[src/rtl/bcd_pkg.sv]
// Shared definitions for the sequential binary-to-BCD converter: FSM encoding,
// double-dabble adjust constants and the elaboration-time digit-count helper.
package bcd_pkg;

   typedef enum logic [1:0] {
      IDLE  = 2'd0,
      SHIFT = 2'd1,
      DONE  = 2'd2
   } state_t;

   localparam logic [3:0] BCD_ADJ_THRESH = 4'd5;
   localparam logic [3:0] BCD_ADJ_ADD    = 4'd3;

   // Decimal digits needed to represent the largest unsigned value of bin_w bits.
   function automatic int bcd_digits_min(input int bin_w);
      longint v;
      int     d;
      v = (longint'(1) << bin_w) - 1;
      d = 1;
      for (int i = 0; i < 20; i++) begin
         if (v >= 10) begin
            v = v / 10;
            d = d + 1;
         end
      end
      return d;
   endfunction

endpackage

[src/rtl/bcd_digit_adj.sv]
// One double-dabble digit correction: a digit of 5 or more gets +3 before the shift,
// wrapping inside 4 bits so nothing carries into the next digit.
module bcd_digit_adj
   import bcd_pkg::*;
(
   input  logic [3:0] i_digit,
   output logic [3:0] o_digit
);

   assign o_digit = (i_digit >= BCD_ADJ_THRESH) ? i_digit + BCD_ADJ_ADD : i_digit;

endmodule

[src/rtl/bin_to_bcd_seq.sv]
// Sequential shift-and-add-3 binary-to-BCD converter, one input bit per clock,
// valid/ready on both sides. Optional leading-zero blanking output under `BCD_BLANK_EN.
module bin_to_bcd_seq
   import bcd_pkg::*;
#(
   parameter int BIN_W  = 8,
   parameter int DIGITS = 3
) (
   input  logic                  clk,
   input  logic                  rst,
   input  logic                  in_valid,
   output logic                  in_ready,
   input  logic [BIN_W-1:0]      bin_in,
   output logic                  out_valid,
   input  logic                  out_ready,
   output logic [4*DIGITS-1:0]   bcd_out,
   output logic                  busy
`ifdef BCD_BLANK_EN
   ,
   output logic [DIGITS-1:0]     blank_n
`endif
);

   localparam int ACC_W = 4 * DIGITS;
   localparam int CNT_W = $clog2(BIN_W + 1);

   if (BIN_W < 4 || BIN_W > 16) begin : g_bad_bin_w
      $error("bin_to_bcd_seq: BIN_W must lie in 4..16");
   end
   if (DIGITS < bcd_digits_min(BIN_W)) begin : g_bad_digits
      $error("bin_to_bcd_seq: DIGITS too small for BIN_W");
   end

   state_t             r_state;
   state_t             w_state_nxt;
   logic [BIN_W-1:0]   r_bin;
   logic [ACC_W-1:0]   r_acc;
   logic [CNT_W-1:0]   r_cnt;
   logic [ACC_W-1:0]   r_bcd;
   logic [ACC_W-1:0]   w_adj;
   logic [ACC_W-1:0]   w_acc_nxt;
   logic               w_last;

   for (genvar k = 0; k < DIGITS; k++) begin : g_adj
      bcd_digit_adj u_adj (
         .i_digit (r_acc[4*k +: 4]),
         .o_digit (w_adj[4*k +: 4])
      );
   end

   // Adjusted accumulator shifted left with the next binary bit entering at the LSB;
   // the top bit falls off, which the DIGITS rule makes harmless.
   assign w_acc_nxt = (w_adj << 1) | {{(ACC_W-1){1'b0}}, r_bin[BIN_W-1]};
   assign w_last    = (r_cnt == CNT_W'(1));

   always_ff @(posedge clk) begin
      // NOTE: sequential state uses non-blocking assignments so every register
      // samples pre-edge values regardless of statement order.
      if (rst) r_state <= IDLE;
      else     r_state <= w_state_nxt;
   end

   always_comb begin
      // NOTE: default first so no path leaves the next state unassigned (no latch).
      w_state_nxt = r_state;
      case (r_state)
         IDLE:    if (in_valid)  w_state_nxt = SHIFT;
         SHIFT:   if (w_last)    w_state_nxt = DONE;
         DONE:    if (out_ready) w_state_nxt = IDLE;
         default: w_state_nxt = IDLE;
      endcase
   end

   always_ff @(posedge clk) begin
      if (rst) begin
         r_bin <= '0;
         r_acc <= '0;
         r_cnt <= '0;
         r_bcd <= '0;
      end else begin
         case (r_state)
            IDLE: begin
               if (in_valid) begin
                  r_bin <= bin_in;
                  r_acc <= '0;
                  r_cnt <= CNT_W'(BIN_W);
               end
            end
            SHIFT: begin
               r_acc <= w_acc_nxt;
               r_bin <= r_bin << 1;
               r_cnt <= r_cnt - CNT_W'(1);
               if (w_last) r_bcd <= w_acc_nxt;
            end
            default: ;
         endcase
      end
   end

   assign in_ready  = (r_state == IDLE);
   assign busy      = (r_state == SHIFT);
   assign out_valid = (r_state == DONE);
   assign bcd_out   = r_bcd;

`ifdef BCD_BLANK_EN
   logic [DIGITS-1:0] r_blank_n;
   logic [DIGITS-1:0] w_blank_nxt;

   // A digit is shown once it or any higher digit is non-zero; units always shown.
   always_comb begin
      logic v_any;
      v_any       = 1'b0;
      w_blank_nxt = '0;
      for (int k = DIGITS - 1; k >= 0; k--) begin
         v_any          = v_any | (|w_acc_nxt[4*k +: 4]);
         w_blank_nxt[k] = v_any;
      end
      w_blank_nxt[0] = 1'b1;
   end

   always_ff @(posedge clk) begin
      if (rst)                                r_blank_n <= '1;
      else if ((r_state == SHIFT) && w_last)  r_blank_n <= w_blank_nxt;
   end

   assign blank_n = r_blank_n;
`endif

endmodule

[config.mk]
export PLATFORM = sky130hd
export DESIGN_NAME = bin_to_bcd_seq
export DESIGN_NICKNAME = d
export VERILOG_FILES = /design/src/rtl/bcd_pkg.sv /design/src/rtl/bcd_digit_adj.sv /design/src/rtl/bin_to_bcd_seq.sv
export SDC_FILE = /design/constraint.sdc
export NUM_CORES = 1
export LEC_CHECK = 0
export ABC_AREA = 1
export CAP_MARGIN = 20
export CELL_PAD_IN_SITES_DETAIL_PLACEMENT = 1
export CELL_PAD_IN_SITES_GLOBAL_PLACEMENT = 1
export CORE_AREA = 2 2 81 68
export CTS_CLUSTER_SIZE = 14
export DETAILED_ROUTE_END_ITERATION = 12
export DIE_AREA = 0 0 83 70
export PLACE_DENSITY = 0.74
export SLEW_MARGIN = 20
export SYNTH_ARGS = -nofsm -noshare
export SYNTH_HDL_FRONTEND = slang
export SYNTH_SLANG_ARGS = --single-unit
[constraint.sdc]
create_clock -name clk -period 1.45 [get_ports clk]
set_input_delay 0.145 -clock clk [delete_from_list [all_inputs] [get_ports clk]]
set_output_delay 0.145 -clock clk [all_outputs]
set_load 0.02 [all_outputs]
==> results by group <==
Drt
  • Total wire length after detailed routing: 4910 um
  • DRC violation count after routing: 0
  • TritonRoute pass-1 iters: 4
  • Number of vias after detailed routing: approximately 1,800
  • Mean number of vias per cell: between 4 and 5
  • Count of routing violations after the opening detailed-route iteration: 63
  • Remaining number of nets flagged by the antenna check after routing: 0
  • Average wire length per cell after detail routing: between 10 and 15 um

GRT
  • GRT Util Overall: 17.6%
  • Initial antenna violation count: 0
  • Pin count of the biggest net entering global routing: 25
  • Wire length of the first global-routing pass: 8160 um
  • Global-route congestion overflow total: 0
  • Vias in the first global route: 1,781

Synthesis
  • Top_reg_cell synth: dfxtp_1
  • Most common cell in the synthesized netlist: nand2_1
  • Post-synthesis xor/xnor area fraction: 0%
  • Main combinational cell family by area after synthesis: simple AND/OR/NAND/NOR gates
  • Post-synthesis async set-or-reset flop share: 0%
  • Multiplexer area fraction after synthesis: 0%
  • Adder and majority cell fraction of the synthesized area: 5.44%
  • Synthesized netlist net count: 276
  • Top cell type's share of synthesized area: a little over 40%
  • Post-synth EDFFs: 0
  • Average cell area after synthesis: 7.18 um2
  • Number of register bits inferred by synthesis: 38
  • Sequential area share after synthesis: 41.4%
  • Number of different library cells in the post-synthesis netlist: 22
  • Largest area contributor in the netlist: dfxtp_1
  • Leading cell types by total area after synthesis: dfxtp_1, nand2_1, a21oi_1
  • Most used standard cells in the synthesized netlist: nand2_1, dfxtp_1, a21oi_1, inv_1, nand3_1
  • Post-synthesis cell area: between 1500 and 2000 um2
  • Synth warnings: 0
  • Post-Syn Instances: 256
  • Synth Area in Compound Gates: 14.6%
  • Simple logic cell fraction of the synthesized area: between 20% and 30%

Power
  • Highest ir drop seen on vdd: between 0.6 and 0.7 mV
  • Lkg Pwr: ~1 nW
  • Total power density per cell area: 1080 nW/um2

Timing
  • Minimum clock period after layout: between 1 and 1.5 ns
  • Worst slew slack as a fraction of its limit: 69.1%
  • Share of the clock period used by the worst path after layout: 96.2%
  • # setup viols final: 0
  • Total count of max-transition violations in the final report: 0
  • Upper clock frequency limit: 717 MHz
  • Number of hold-slack violations in the final timing report: 0
  • Clock Skew: slightly below 0.01 ns
  • Transition at the pin with the smallest max-transition slack: 0.462 ns

Status
  • Result of the run: finished, final reports clean

Die
  • Standard-cell row count: 24
  • X dimension of the die: 83 um
  • Num ports: 27
  • Placeable core region: 5130 um2
  • Floorplan die area: about 5800 um2
  • Initial Util: 35.8%
  • Die height: 70 um

Cells and area
  • Area added between synthesis and finish: 28.6%
  • Fin nets: 307
  • Non-filler cells, final: 353
  • Final antenna diode count: 0
  • Final instance area: around 2400 um2
  • Fraction of layout instances using a drive strength above 1: 12.5%

CTS
  • Clock tree from TritonCTS: built
  • Total setup buffers inserted after CTS: 0
  • CTS H-tree depth: 2
  • Cts bufs inserted: 5
  • Clock Root Buffer: clkbuf_8
  • Total clock sinks: 38
  • Buffer depth of the longest clock path: 2
  • Clock-pin slew reported for the worst setup and hold paths after clock tree synthesis: 0.07 ns
  • Cts hold-fix bufs: 0
  • Insertion delay to the later sink of the worst-skew pair: 0.29 ns

Worst setup path
  • Worst Setup Path Type: reg2out
  • Buffers plus inverters on the worst setup path: 1
  • Family with the most delay on the worst path: buffers and inverters
  • Cell with the biggest individual delay on the critical path: clkdlybuf4s50_1
  • Maximum fanout count along the critical path: 2
  • Crit path cell chain: clkdlybuf4s50_1
  • Kind of launch point of the worst setup path: register
  • Max incr delay on CP: 0.62 ns
  • Critical path arrival: about 1.3 ns
  • Data required time of the worst path: 1.31 ns
  • Critical Path Sink Type: primary output

Placed design
  • RePlAce Congestion: slightly above 0.8
  • Cell area after placement: around 2200 um2
  • Number of input and output port buffers inserted: 26
  • HPWL reported at the end of detailed placement: 3370 um
  • Number of placed instances with taps included: 345

Flow run
  • Max-cap violation count: 0

Min path
  • Kind of path behind the tightest hold check: in2reg
## per-stage QoR
stage	total power [mW]	setup TNS, ns	worst slack [ns]	util, %	hold slack [ns]
global route	2.66	-0.0254	-0.0165	46.1	0.469
floorplan	1.33	0	0.195	-	0.293
global placement	1.45	0	0.0805	42.8	0.452
CTS	2.58	0	0.0196	45.5	0.427
finish	2.55	0	0.0554	46.1	0.426
detailed placement	1.46	0	0.0603	42.8	0.455
## layer usage
layer | wire, um | global-route usage, % | up-vias | part of all wire, %
met2 | 2430 | 31.9 | 23 | 49
li1 | - | - | 891 | -
met4 | 95 | 5.83 | 0 | 1.9
met1 | 2250 | 20.4 | 840 | 46
met3 | 130 | 4.14 | 9 | 2.7
met5 | 0 | 0 | - | 0
## final cells by class
class	instances	area, um2
clock buffer	6	82.6
tap	65	81.3
fill	655	2770
multi-input combinational	179	915
sequential	38	763
clock inverter	2	60.1
inverter	29	109
timing repair buffer	34	354
## cells by family after synthesis
group,count (synthesis)
buffers and inverters,39
adder cells (fa/ha/maj),8
AO/OA/AOI/OAI,50
flip-flops,38
AND/OR/NAND/NOR,121
## sequential cells by signal, summed over array words and instances, names as in the netlist
register / cells
r_bin: 8
r_cnt: 4
bcd_out: 12
r_acc: 12
r_state: 2
## cell usage in the layout (no fill, tap or decap), types with 2 or more instances in the layout
cell             instances
nand4_1                  6
a22oi_1                  2
dlygate4sd2_1            2
buf_4                    4
a21oi_1                 31
nor2_4                   2
nand3_2                  3
bufinv_16                2
nand2_1                 74
ha_1                     8
o21a_1                   2
nand3_1                 16
inv_2                    6
dfxtp_2                  2
nor2_1                  16
inv_1                   23
dfxtp_1                 36
clkdlybuf4s50_1         23
a21oi_2                  2
o21ai_0                 11
buf_12                   3
nand2_2                  2
clkbuf_8                 6
## where the power goes
group | leakage (nW) | internal [mW] | switching (mW)
clock network | 0.0714 | 0.734 | 0.384
logic | 0.620 | 0.136 | 0.185
registers | 0.310 | 1.08 | 0.0292
total | 1.00 | 1.95 | 0.598
## final timing paths
check | startpoint | to | slack, ns | cells past startpoint
max | bcd_out[10] | bcd_out[10] | 0.06 | 1
min | bin_in[0] | r_bin[0] | 0.43 | 3
max reg2reg | r_acc[4] | r_acc[6] | 0.10 | 8
min reg2reg | bcd_out[0] | bcd_out[0] | 0.46 | 2
## repair_timing
item / in CTS / in global routing
endpoints found under the setup margin: 3 / 13
gates cloned: 0 / 0
resized for setup: 3 / 12
(Power assumes the default switching activity.)
